==> src/rtl/m216a_pkg.sv <==
// Shared constants, shelf record and fit predicate for the rectangle-placement engine.
package m216a_pkg;

    localparam int GRID_W      = 128;
    localparam int GRID_H      = 128;
    localparam int MAX_SHELVES = 16;
    localparam int SLOT        = 4;
    localparam int LATENCY     = 8;
    localparam int SHELF_IDX_W = 4;

    // Slot phases: the source changes inputs on PH_ISSUE, we sample on PH_CAPTURE.
    localparam logic [1:0] PH_ISSUE   = 2'd0;
    localparam logic [1:0] PH_HOLD    = 2'd1;
    localparam logic [1:0] PH_CAPTURE = 2'd2;
    localparam logic [1:0] PH_SEARCH  = 2'd3;

    typedef struct packed {
        logic [6:0] base_y;
        logic [4:0] height;
        logic [7:0] next_x;
        logic       valid;
    } shelf_t;

    function automatic logic shelf_fits(input shelf_t s, input logic [4:0] h, input logic [4:0] w);
        logic [8:0] end_x;
        end_x = {1'b0, s.next_x} + {4'b0000, w};
        return s.valid && (s.height >= h) && (end_x <= 9'(GRID_W));
    endfunction

endpackage

==> src/rtl/m216a_shelf_fit_finder.sv <==
// Parallel fit test of every shelf against (h, w); the lowest-numbered fitting shelf wins.
module shelf_fit_finder
    import m216a_pkg::*;
(
    input  shelf_t [MAX_SHELVES-1:0] shelves_i,
    input  logic [4:0]               h_i,
    input  logic [4:0]               w_i,
    output logic                     hit_o,
    output logic [SHELF_IDX_W-1:0]   idx_o
);

    logic [MAX_SHELVES-1:0] fit_vec;

    always_comb begin
        fit_vec = '0;
        for (int i = 0; i < MAX_SHELVES; i++) begin
            fit_vec[i] = shelf_fits(shelves_i[i], h_i, w_i);
        end
    end

    // Walk from the top down so the last write is the oldest fitting shelf.
    always_comb begin
        hit_o = |fit_vec;
        idx_o = '0;
        for (int i = MAX_SHELVES - 1; i >= 0; i--) begin
            if (fit_vec[i]) begin
                idx_o = SHELF_IDX_W'(i);
            end
        end
    end

endmodule

==> src/rtl/m216a_top_module.sv <==
// First-fit shelf packer: one request per 4-cycle slot, result released 8 cycles after issue.
module m216a_top_module
    import m216a_pkg::*;
(
    input  logic       clk_i,
    input  logic       rst_i,
    input  logic [4:0] height_i,
    input  logic [4:0] width_i,
    output logic [7:0] index_x_o,
    output logic [7:0] index_y_o,
    output logic [3:0] strike_o
);

    logic [1:0]                   phase_q, phase_d;
    logic [4:0]                   cap_h_q, cap_h_d;
    logic [4:0]                   cap_w_q, cap_w_d;
    logic                         fit_hit_q, fit_hit_d;
    logic [SHELF_IDX_W-1:0]       fit_idx_q, fit_idx_d;
    shelf_t [MAX_SHELVES-1:0]     shelves_q, shelves_d;
    logic [4:0]                   shelf_cnt_q, shelf_cnt_d;
    logic [7:0]                   top_y_q, top_y_d;

    // One-slot result delay stage between the state update and the outputs.
    logic                         st_valid_q, st_valid_d;
    logic                         st_strike_q, st_strike_d;
    logic [7:0]                   st_x_q, st_x_d;
    logic [7:0]                   st_y_q, st_y_d;

    logic [7:0]                   idx_x_q, idx_x_d;
    logic [7:0]                   idx_y_q, idx_y_d;
    logic [3:0]                   strike_q, strike_d;

    logic                         finder_hit;
    logic [SHELF_IDX_W-1:0]       finder_idx;
    logic                         req_valid;
    logic [8:0]                   new_end_y;
    logic                         room_for_shelf;
    logic [SHELF_IDX_W-1:0]       new_idx;

    shelf_fit_finder u_finder (
        .shelves_i (shelves_q),
        .h_i       (cap_h_q),
        .w_i       (cap_w_q),
        .hit_o     (finder_hit),
        .idx_o     (finder_idx)
    );

    always_comb begin
        req_valid      = (cap_h_q != 5'd0) && (cap_w_q != 5'd0);
        new_end_y      = {1'b0, top_y_q} + {4'b0000, cap_h_q};
        room_for_shelf = (new_end_y <= 9'(GRID_H)) && (shelf_cnt_q < 5'(MAX_SHELVES));
        new_idx        = shelf_cnt_q[SHELF_IDX_W-1:0];
    end

    always_comb begin
        phase_d     = phase_q + 2'd1;
        cap_h_d     = cap_h_q;
        cap_w_d     = cap_w_q;
        fit_hit_d   = fit_hit_q;
        fit_idx_d   = fit_idx_q;
        shelves_d   = shelves_q;
        shelf_cnt_d = shelf_cnt_q;
        top_y_d     = top_y_q;
        st_valid_d  = st_valid_q;
        st_strike_d = st_strike_q;
        st_x_d      = st_x_q;
        st_y_d      = st_y_q;
        idx_x_d     = idx_x_q;
        idx_y_d     = idx_y_q;
        strike_d    = strike_q;

        case (phase_q)
            PH_CAPTURE: begin
                cap_h_d = height_i;
                cap_w_d = width_i;
            end
            PH_SEARCH: begin
                fit_hit_d = finder_hit;
                fit_idx_d = finder_idx;
            end
            PH_ISSUE: begin
                // Release the previous slot's result before overwriting the delay stage.
                if (st_valid_q) begin
                    idx_x_d = st_x_q;
                    idx_y_d = st_y_q;
                    if (st_strike_q && (strike_q != 4'hF)) begin
                        strike_d = strike_q + 4'd1;
                    end
                end

                st_valid_d  = req_valid;
                st_strike_d = 1'b0;
                st_x_d      = 8'd0;
                st_y_d      = 8'd0;
                if (req_valid) begin
                    if (fit_hit_q) begin
                        st_x_d = shelves_q[fit_idx_q].next_x;
                        st_y_d = {1'b0, shelves_q[fit_idx_q].base_y};
                        shelves_d[fit_idx_q].next_x = shelves_q[fit_idx_q].next_x + {3'b000, cap_w_q};
                    end else if (room_for_shelf) begin
                        shelves_d[new_idx].base_y = top_y_q[6:0];
                        shelves_d[new_idx].height = cap_h_q;
                        shelves_d[new_idx].next_x = {3'b000, cap_w_q};
                        shelves_d[new_idx].valid  = 1'b1;
                        st_y_d      = top_y_q;
                        top_y_d     = new_end_y[7:0];
                        shelf_cnt_d = shelf_cnt_q + 5'd1;
                    end else begin
                        st_strike_d = 1'b1;
                    end
                end
            end
            default: begin
            end
        endcase
    end

    always_ff @(posedge clk_i) begin
        if (rst_i) begin
            phase_q     <= PH_ISSUE;
            cap_h_q     <= '0;
            cap_w_q     <= '0;
            fit_hit_q   <= 1'b0;
            fit_idx_q   <= '0;
            shelves_q   <= '0;
            shelf_cnt_q <= '0;
            top_y_q     <= '0;
            st_valid_q  <= 1'b0;
            st_strike_q <= 1'b0;
            st_x_q      <= '0;
            st_y_q      <= '0;
            idx_x_q     <= '0;
            idx_y_q     <= '0;
            strike_q    <= '0;
        end else begin
            phase_q     <= phase_d;
            cap_h_q     <= cap_h_d;
            cap_w_q     <= cap_w_d;
            fit_hit_q   <= fit_hit_d;
            fit_idx_q   <= fit_idx_d;
            shelves_q   <= shelves_d;
            shelf_cnt_q <= shelf_cnt_d;
            top_y_q     <= top_y_d;
            st_valid_q  <= st_valid_d;
            st_strike_q <= st_strike_d;
            st_x_q      <= st_x_d;
            st_y_q      <= st_y_d;
            idx_x_q     <= idx_x_d;
            idx_y_q     <= idx_y_d;
            strike_q    <= strike_d;
        end
    end

    assign index_x_o = idx_x_q;
    assign index_y_o = idx_y_q;
    assign strike_o  = strike_q;

endmodule

==> config.mk <==
export PLATFORM = sky130hd
export DESIGN_NAME = m216a_top_module
export DESIGN_NICKNAME = d
export VERILOG_FILES = /design/src/rtl/m216a_pkg.sv /design/src/rtl/m216a_shelf_fit_finder.sv /design/src/rtl/m216a_top_module.sv
export SDC_FILE = /design/constraint.sdc
export NUM_CORES = 1
export LEC_CHECK = 0
export ABC_AREA = 1
export CORE_MARGIN = 2
export CORE_UTILIZATION = 55
export CTS_CLUSTER_SIZE = 30
export DETAILED_ROUTE_END_ITERATION = 6
export HOLD_SLACK_MARGIN = 0.08
export PLACE_DENSITY = 0.74
export SETUP_SLACK_MARGIN = 0.05
export SLEW_MARGIN = 40
export SYNTH_ARGS = -nofsm -noshare
export SYNTH_HDL_FRONTEND = slang
export SYNTH_SLANG_ARGS = --single-unit
==> constraint.sdc <==
create_clock -name clk_i -period 3.65 [get_ports clk_i]
set_input_delay 0.73 -clock clk_i [delete_from_list [all_inputs] [get_ports clk_i]]
set_output_delay 0.73 -clock clk_i [all_outputs]
set_load 0.05 [all_outputs]
; Yosys cells after proc, flatten, opt, wreduce, memory -nomap -nowiden
; Cells that the tools add are included.
[totals]
regBits = 404
latchBits = 0
mem_bits_rw = 0
romBits = 0
input_bits = 12
output_inout_bits = 20
word_cells = 230
memories = 0
[op_classes]
n_addsub = 21
multipliers = 0
div_mod_pow = 0
magnitude_cmp = 38
eq_ne = 3
shifts = 0
mux = 43
n_bitwise = 1
n_reduce_logical = 46
[op_table]
columns = op, n
row1 = bitwise mux 336 bit, 5
row2 = 2-to-1 mux 336 bit, 2
row3 = demux 21 bit (select 4 bit), 5
row4 = adder 8 x 5 -> 9 bit, 17
row5 = "<= comparator 9 x 8 -> 1 bit, second input constant", 17
row6 = binary-select mux 21 bit (select 4 bit), 1
row7 = greater-or-equal comparator 5 bit, 16
row8 = 2-to-1 mux 4 bit, 16
row9 = 2-to-1 mux 21 bit, 2
row10 = 2-to-1 mux 8 bit, 5
row11 = logical AND 1 bit, 37
row12 = 2-to-1 mux 9 bit, 2
row13 = OR reduction 16 bit, 1
row14 = 2-to-1 mux 14 bit, 1
row15 = "less-than comparator 4 x 5 -> 1 bit, second input constant", 2
row16 = nonzero test 5 bit, 2
row17 = adder 8 x 5 -> 8 bit, 1
row18 = "greater-or-equal comparator 4 x 1 -> 1 bit, second input constant", 2
row19 = AND reduction 3 bit, 2
row20 = "adder 5 x 1 -> 5 bit, second input constant", 1
row21 = "less-than comparator 5 bit, second input constant", 1
row22 = "adder 4 x 1 -> 4 bit, second input constant", 1
row23 = "== test 2 bit, second input constant", 2
row24 = 2-to-1 mux 1 bit, 4
row25 = other kinds (7), 7

; Longest topological paths before layout
; Gate-level depths: netlist of run 1.
[depth]
depth_word = 19
ltp_mapped = 28
depth_no_buf = 28

; Cells and area by module
; From an unflattened synthesis of run 1, not the netlist that was laid out.
[unflattened]
hier_cells = 3674
area_unflattened_um2 = 25365.6
[modules_own_cells]
columns = module, n_inst, cells_each, area_each_um2, seq_area_each_um2
row1 = m216a_top_module, 1, 2741, 19247.2, 8087.8
row2 = shelf_fit_finder, 1, 933, 6118.4, 0.0

; Worst setup path before layout of run 1
; No wires, ideal clock.
[synth_timing]
kind = flip-flop to flip-flop
startpoint = register cap_w_q[1]
endpoint = register fit_idx_q[0]
setup_time_ns = 0.070
arrival_time_ns = 3.752
t_required_ns = 3.580
path_slack_ns = -0.172
path_stages_with_launch = 21
n_path_buf = 1
period_less_slack_ns = 3.822
cell_sequence = dfxtp_1 inv_1 clkbuf_1 fa_1 o21ai_0 a21oi_1 o21ai_0 nand3_1 o21ai_0 o211ai_1 nand2_1 nand2_1 nand2_1 nand2_1 nand2_1 nand2_1 nand2_1 nand2_1 nand2_1 nand2_1 a21oi_1
[synth_via]
elab_chain_len = 19
elab_cells_between_ends = 64
cone_classes = add/sub: 16 / order compare: 16 / mux: 16 / reduce/logical: 16
[synth_rtl]
columns = element, line
row1 = from (decl), m216a_top_module.sv:16  ; logic [4:0] cap_w_q, cap_w_d;
row2 = from (signal assigned), m216a_top_module.sv:138  ; cap_w_q <= cap_w_d;
row3 = adder 8 x 5 -> 9 bit, m216a_pkg.sv:26  ; end_x = {1'b0, s.next_x} + {4'b0000, w};
row4 = <= comparator 9 x 8 -> 1 bit, m216a_pkg.sv:27  ; return s.valid && (s.height >= h) && (end_x <= 9'(GRID_W));
row5 = logical AND 1 bit, m216a_pkg.sv:27
row6 = 2-to-1 mux 4 bit (15 in series), m216a_shelf_fit_finder.sv:26  ; if (fit_vec[i]) begin
row7 = 2-to-1 mux 4 bit *, m216a_shelf_fit_finder.sv:26
row8 = to (signal assigned), m216a_top_module.sv:140  ; fit_idx_q <= fit_idx_d;
row9 = to (decl), m216a_top_module.sv:18  ; logic [SHELF_IDX_W-1:0] fit_idx_q, fit_idx_d;
; Mark *: on every way between the ends. The rest lies on a longest branch, timed or not.
; A chain may end at the register's enable or synchronous reset.

; Worst setup path in the final report of run 1
[layout_timing]
startpoint = register fit_idx_q[0]
endpoint = register shelves_q[71] (netlist bit)
[layout_via]
elab_chain_len = 6
elab_cells_between_ends = 10
cone_classes = add/sub: 1 / order compare: 2 / mux: 6 / reduce/logical: 1
[layout_rtl]
columns = element, line
row1 = branches (longest 4 deep; another with adder 8 x 5 -> 8 bit), -
row2 = bitwise mux 336 bit *, m216a_top_module.sv:99  ; shelves_d[fit_idx_q].next_x = shelves_q[fit_idx_q].next_x + {3'b000, cap_w_q};
row3 = 2-to-1 mux 336 bit *, m216a_top_module.sv:96  ; if (fit_hit_q) begin
row4 = to (signal assigned), m216a_top_module.sv:141  ; shelves_q <= shelves_d;
row5 = to (decl), m216a_top_module.sv:19  ; shelf_t [MAX_SHELVES-1:0] shelves_q, shelves_d;
; Mark *: on every way between the ends. The select of a mux whose other input is x is not followed.

==> results by group, run 1 <==
Outcome
  • Outcome: complete, but fails checks
  • Violated checks: design-rule violations

Layout
  • Fillers: about 3600
  • Diodes inserted: 0
  • Share of layout cells above drive strength 1: around a tenth
  • Fin util: between 60 and 70%
  • Post-route design area: 26280 um2
  • Nets: ~3400
  • Commonest cells after routing, fill and taps aside: a21oi_1 (425), dfxtp_1 (400), o21ai_0 (375)
  • Finished Layout Cells: about 3700
  • Area grow syn2layout: 16.09%
  • Most common cell after layout, fill and taps aside: a21oi_1

Power
  • Total power: between 10 and 15 mW
  • Max IR drop VDD: 0.0003829 V
  • PwrDens: between 400 and 500 nW/um2
  • P_leak: 11.22 nW

Routing
  • Drt total wl: 78690 um
  • Pre-antenna DRT Iters: 7
  • DRC viols: 1
  • Detailed-route via count: 22740
  • Starting DRT DRC Count: roughly 2100
  • Antenna Nets Post-Route: 0
  • Avg WL per Cell: 21.15 um
  • Via/cell ratio: 6.113

Synth
  • Cell variety after synth: between 40 and 50
  • Ranking of synthesized cells by area: dfxtp_1 (36%), ha_1 (9.8%), a21oi_1 (9.7%)
  • Post-synth EDFFs: 0
  • Synthesized cell area: about 23000 um2
  • Synth warn: 0
  • FF+latch count, synth: ~400
  • Synth top area share: 35.72%
  • Syn_area_per_cell: 7.370 um2
  • Post-synth ARST share: 0%
  • Post-Syn Instances: roughly 3100
  • Yosys top cell by area: dfxtp_1
  • Sequential cell area fraction in the yosys report: a little over a third
  • Ys flop type: dfxtp_1
  • Syn Nets: between 3000 and 4000

Clocking
  • Hold-fix buffers, CTS: 0
  • Worst skew pair latency: around 0.61 ns
  • TritonCTS clock tree: done
  • Clock sink total: 404
  • CTS H-tree lvls: 2
  • CTS buffer count: 44
  • Clock root cell: clkbuf_16
  • Clock Tree Buf Depth: 3
  • CTS clock-pin slew for the worst setup and hold paths: ~0.060 ns

Global routing
  • Final global-route overflow total: 0
  • Largest net degree at the start of global routing: 114
  • Initial antenna violation count: 1
  • Overall Global Routing Usage: around 36%
  • Vias in the first global route: ~21000
  • Global-route wire length before repair: between 100000 and 150000 um

Timing
  • Worst slew pin tran: approximately 0.86 ns
  • Final Max Slew Viols: 0
  • Setup-failing EPs final: 0
  • Fin crit share: roughly 97%
  • Max Freq: around 280 MHz
  • Final min period: 3.533 ns
  • Final-report hold violation count: 0
  • Slew headroom: roughly 42%
  • Final WS setup: 0.1173 ns
  • Setup Skew: 0.02891 ns

Run
  • Max Cap Viol: 0

Floorplanning
  • Overall die height: 206.9 um
  • Core ar.: between 40000 and 50000 um2
  • Starting Density: a little under three fifths
  • Row Count: 74
  • # IOs: 32
  • Die ar.: roughly 43000 um2
  • Die Span X: 206.9 um

Setup path
  • Max incr delay on CP: 0.56 ns
  • Crit path launch type: flop
  • Critical path endpoint category: flop
  • Crit Path Category: reg2reg
  • CP max-delay cell: or4_4
  • Worst-path fanout max: 7
  • Cell mode on critical path: a21oi_2
  • CP arrival: between 4 and 5 ns
  • Critical Path RT: roughly 4.2 ns
  • Cell Chain, Critical Path: inv_4, buf_4, nand2_4, inv_8, buf_8, a22oi_2, a21oi_2, or4_4, ha_4, a21oi_2, inv_1, a31oi_2, or2_4, nand2_2, a21oi_2, nor2_1, nand2_2, xnor2_4, buf_6, buf_16, nand2_1, a21oi_1

Placed design
  • DP Cell Count: 3622
  • Hpwl dp: approximately 56000 um
  • Pre-CTS setup slack: -0.3967 ns
  • Routability cong.: about 1.0
  • Port bufs: 31
  • Placed Area: ~24000 um2

Hold path
  • Hold Path Class: reg2reg
==> layout make-up <==
cell class              instances  area [um2]  share of cell area (%)
multi-input cells            2215       13150                   50.03
inverters                     309        1187                   4.518
well taps                     532       665.6                   2.533
repair buffers                180        1653                   6.289
clock buffers                  63        1282                   4.880
clock inverters                17       244.0                  0.9283
flip-flops and latches        404        8100                   30.82
==> logic make-up after synthesis <==
family / share of synthesized area, %
AOI/OAI and AO/OA: 26.44
and+or+nand+nor: 15.80
buffers and inverters: 7.704
DFF: 35.72
adders and majority gates: 11.43
xor gates and xnor gates: 2.902
==> worst max-delay path, delay by kind of cell (launching register included) <==
kind | cells | cell delay [ns]
buf+inv | 7 | 0.71
compound gates | 6 | 0.85
flops | 1 | 0.39
fa+ha+maj | 1 | 0.27
simple gates | 7 | 1.09
xor+xnor | 1 | 0.15
==> synthesized netlist by cell type (all sizes together), types with 6 or more instances <==
| cell | n |
|---|---|
| a21oi | 451 |
| xor2 | 56 |
| o22ai | 134 |
| clkinv | 16 |
| ha | 178 |
| o21ai | 387 |
| buf | 26 |
| a21o | 8 |
| nand3b | 8 |
| o211ai | 7 |
| a311oi | 6 |
| o21bai | 14 |
| nand4 | 26 |
| a31oi | 7 |
| a22oi | 51 |
| or2 | 6 |
| clkbuf | 118 |
| dfxtp | 404 |
| nor3 | 19 |
| o2111a | 6 |
| fa | 18 |
| xnor2 | 19 |
| nand3 | 69 |
| inv | 293 |
| nand2 | 381 |
| nor2 | 333 |
==> what timing repair did <==
item / in CTS / in global routing
pin swaps: 7 / 23
setup endpoints to repair: 190 / 292
setup buffers: 8 / 9
resized for setup: 41 / 71
gates cloned: 1 / 0
==> metal layers <==
layer | wire length, um | part of all wire (%) | track usage [%] | vias up
met5 | 9 | 0.011 | 0 | -
met4 | 4663 | 5.9 | 20.72 | 2
met3 | 6669 | 8.5 | 6.122 | 258
met2 | 35340 | 45 | 57.12 | 1089
met1 | 32010 | 41 | 46.93 | 10660
li1 | - | - | - | 10730
==> path summary, 6_finish.rpt <==
check,start,cells after the start,slack [ns],end
worst max-delay path,fit_idx_q[0]$_SDFFE_PP0N_,22,0.12,shelves_q[71]$_SDFFE_PP0P_
worst min-delay path,phase_q[0]$_SDFF_PP0_,1,0.46,phase_q[0]$_SDFF_PP0_
worst max register to register,fit_idx_q[0]$_SDFFE_PP0N_,22,0.12,shelves_q[71]$_SDFFE_PP0P_
worst min register to register,phase_q[0]$_SDFF_PP0_,1,0.46,phase_q[0]$_SDFF_PP0_
==> metrics by stage <==
step                      TNS [ns]  hold slack (ns)
after floorplan                  0           0.4173
after global placement      -16.51           0.4288
after detailed placement    -22.29           0.4488
after CTS                        0           0.4575
after global routing      -0.02855           0.4716
final                            0           0.4560
==> sequential cells by signal, indices dropped and copies added, names as in the netlist, 2 cells and up <==
name,flops
shelves_q,336
index_x_o,8
index_y_o,8
st_x_q,8
st_y_q,8
top_y_q,8
cap_h_q,5
cap_w_q,5
shelf_cnt_q,5
fit_idx_q,4
strike_o,4
phase_q,2
==> power breakdown <==
group / internal (mW) / leakage (nW) / switching [mW]
registers: 4.49 / 3.26 / 0.0723
logic: 0.595 / 7.21 / 1.19
clock network: 2.75 / 0.746 / 1.98
total: 7.84 / 11.2 / 3.24
Note: power is estimated with default switching activity, not from simulation.
==> run 2, diff against run 1 <==
PLACE_DENSITY = default   (was 0.74)
PLACE_DENSITY_LB_ADDON = 0.1   (was default)
==> run 2 against run 1 <==
  * The run ends with negative setup slack left
  * Count of clock-buffer cells in the layout increased by 3
  * Largest cell class unchanged
  * Highest routed layer is now met4
  * Combinational power decreased by 3%
  * Total power increased by 1.4%
  * Largest power group unchanged
  * Routed wire length decreased by 1.3%
  * Worst setup slack got worse by 0.14 ns
==> results by group, run 2 (synthesis gave the netlist of run 1 again) <==
Power
  • Switching share of power: approximately 28%
  • P_int: 8.083 mW
  • P_leak: 11.22 nW
  • Total power: ~11 mW
  • Max IR drop VDD: between 0.0003 and 0.0004 V
  • Switch Pwr: between 3 and 4 mW
  • Clock group share of total power: a little over two fifths
  • PwrDens: roughly 430 nW/um2
  • Share of power burned in registers: 40.6%
  • Combinational share of power: between 10% and 20%

Timing
  • Final Max Slew Viols: 0
  • Fin crit share: 100.7%
  • Setup Skew: 0.01362 ns
  • Slew headroom: a little over a third
  • Final hold slack: ~0.45 ns
  • Final WS setup: -0.02680 ns
  • Worst slew pin tran: between 0.9 and 1 ns
  • Final min period: between 3 and 4 ns
  • Final-report hold violation count: 0
  • Final TNS setup: -0.1159 ns
  • Setup-failing EPs final: 6
  • Unrepaired setup endpoints after global routing: yes
  • Max Freq: approximately 270 MHz

Routing
  • Pre-antenna DRT Iters: 6
  • Avg WL per Cell: roughly 21 um
  • DRC viols: 0
  • Drt total wl: 77700 um
  • Detailed-route via count: around 22000
  • Via/cell ratio: 6.026
  • Antenna Nets Post-Route: 0
  • Starting DRT DRC Count: 2003

Layout
  • Nets: approximately 3400
  • Diodes inserted: 0
  • Fillers: roughly 3600
  • Seq. cell area: 8098 um2
  • Share of layout cells above drive strength 1: 9.877%
  • Largest register FFs: 336
  • Fin util: between 60% and 70%
  • Biggest register: shelves_q
  • Post-route design area: roughly 26000 um2
  • Total area of multi-input combinational cells: approximately 13000 um2
  • Commonest cells after routing, fill and taps aside: a21oi_1 (430), dfxtp_1 (400), o21ai_0 (381)
  • Most common cell after layout, fill and taps aside: a21oi_1
  • Area grow syn2layout: 15.79%

Setup path
  • Crit path launch type: flop
  • Critical Path RT: 4.15 ns
  • CP arrival: about 4.2 ns
  • FF-to-FF path depth: 20
  • Crit Path Category: reg2reg
  • Worst-path fanout max: 6
  • Critical path endpoint category: flop

Clocking
  • TritonCTS clock tree: done
  • CTS H-tree lvls: 2
  • CTS clock-pin slew for the worst setup and hold paths: 0.06 ns
  • CTS buffer count: 44
  • Clock sink total: roughly 400
  • Clock root cell: clkbuf_16
  • Worst skew pair latency: 0.58 ns
  • Clock Tree Buf Depth: 3
  • Hold-fix buffers, CTS: 0

Global routing
  • Largest net degree at the start of global routing: between 100 and 150
  • Global-route wire length before repair: ~120000 um
  • Vias in the first global route: 20860
  • Overall Global Routing Usage: 35.59%
  • Final global-route overflow total: 0
  • Initial antenna violation count: 0

Placed design
  • Port bufs: 31
  • Placed Area: ~24000 um2
  • Hpwl dp: around 55000 um
  • Routability cong.: around 1.0

Outcome
  • Outcome: complete, but fails checks
  • Violated checks: negative setup slack

Floorplanning
  • Overall die height: between 200 and 250 um
  • # IOs: 32
  • Row Count: 74
  • Die Span X: slightly above 200 um
  • Starting Density: 55.57%
  • Core ar.: slightly above 40000 um2
  • Die ar.: roughly 43000 um2

Hold path
  • Hold Path Class: reg2reg
  • WHS Path Cells: 1

Run
  • Max Cap Viol: 0
run 2: changes by cell type in the layout (fill, tap and decap cells not counted), moves of 4 or more:
cell,change
o21ai_0,+6
buf_12,+5
a21oi_4,-4
nand2_1,-5
clkbuf_16,+4
a21oi_1,+5
o21ai_1,-6
clkinv_2,-5
buf_4,-13
nand2_2,+5
run 2: repair_timing:
item	CTS	global route
pin swaps	4	26
gates cloned	0	2
setup endpoints to repair	146	321
buffers inserted	6	8
resized for setup	17	61
run 2: power groups by stage:
stage               sequential (mW)  combinational [mW]  clock, mW
floorplan                      4.70               0.947          0
detailed placement             4.66                1.65          0
CTS                            4.56                1.67       4.96
global route                   4.57                1.86       5.12
global placement               4.65                1.62          0
finish                         4.56                1.74       4.94
run 2: path summary, 6_finish.rpt:
check	start	endpoint	slack, ns
worst min-delay path	phase_q[0]$_SDFF_PP0_	phase_q[0]$_SDFF_PP0_	0.45
worst max-delay path	fit_idx_q[1]$_SDFFE_PP0N_	shelves_q[71]$_SDFFE_PP0P_	-0.03
worst max register to register	fit_idx_q[1]$_SDFFE_PP0N_	shelves_q[71]$_SDFFE_PP0P_	-0.03
worst min register to register	phase_q[0]$_SDFF_PP0_	phase_q[0]$_SDFF_PP0_	0.45
run 2: routing by layer:
layer	track usage, %	vias up	share of wire (%)
met3	4.474	240	7.8
met4	18.54	0	5.2
met2	59.00	1014	46
li1	-	10720	-
met5	0	-	0
met1	45.42	10390	41
run 2: cell type report:
class,instances,area share (%)
clock buffers,66,5.059
repair buffers,170,6.272
well taps,532,2.539
flip-flops and latches,404,30.89
inverters,309,4.506
clock inverters,15,1.036
multi-input cells,2215,49.70
run 2: stage by stage:
stage	setup WS, ns	instances
final	-0.02680	3711
after global placement	-0.1237	3614
after floorplan	0.01997	3072
after global routing	-0.1146	3711
after detailed placement	-0.1750	3614
after CTS	0.02240	3701
run 2: worst max-delay path, stage by stage, from the launching register on:
cell and delay [ns]:
dfxtp_4 0.37, nand2_4 0.08, clkinvlp_4 0.16, buf_6 0.17, buf_6 0.12, a22oi_2 0.22, a21oi_2 0.10, or4_4 0.54
ha_4 0.30, a21oi_2 0.05, inv_1 0.06, a31oi_2 0.04, or2_4 0.26, nand2_2 0.07, a21oi_2 0.06, nor2_1 0.14
nand2_2 0.11, xnor2_4 0.35, clkbuf_16 0.23, nand2_1 0.05, a21oi_1 0.11
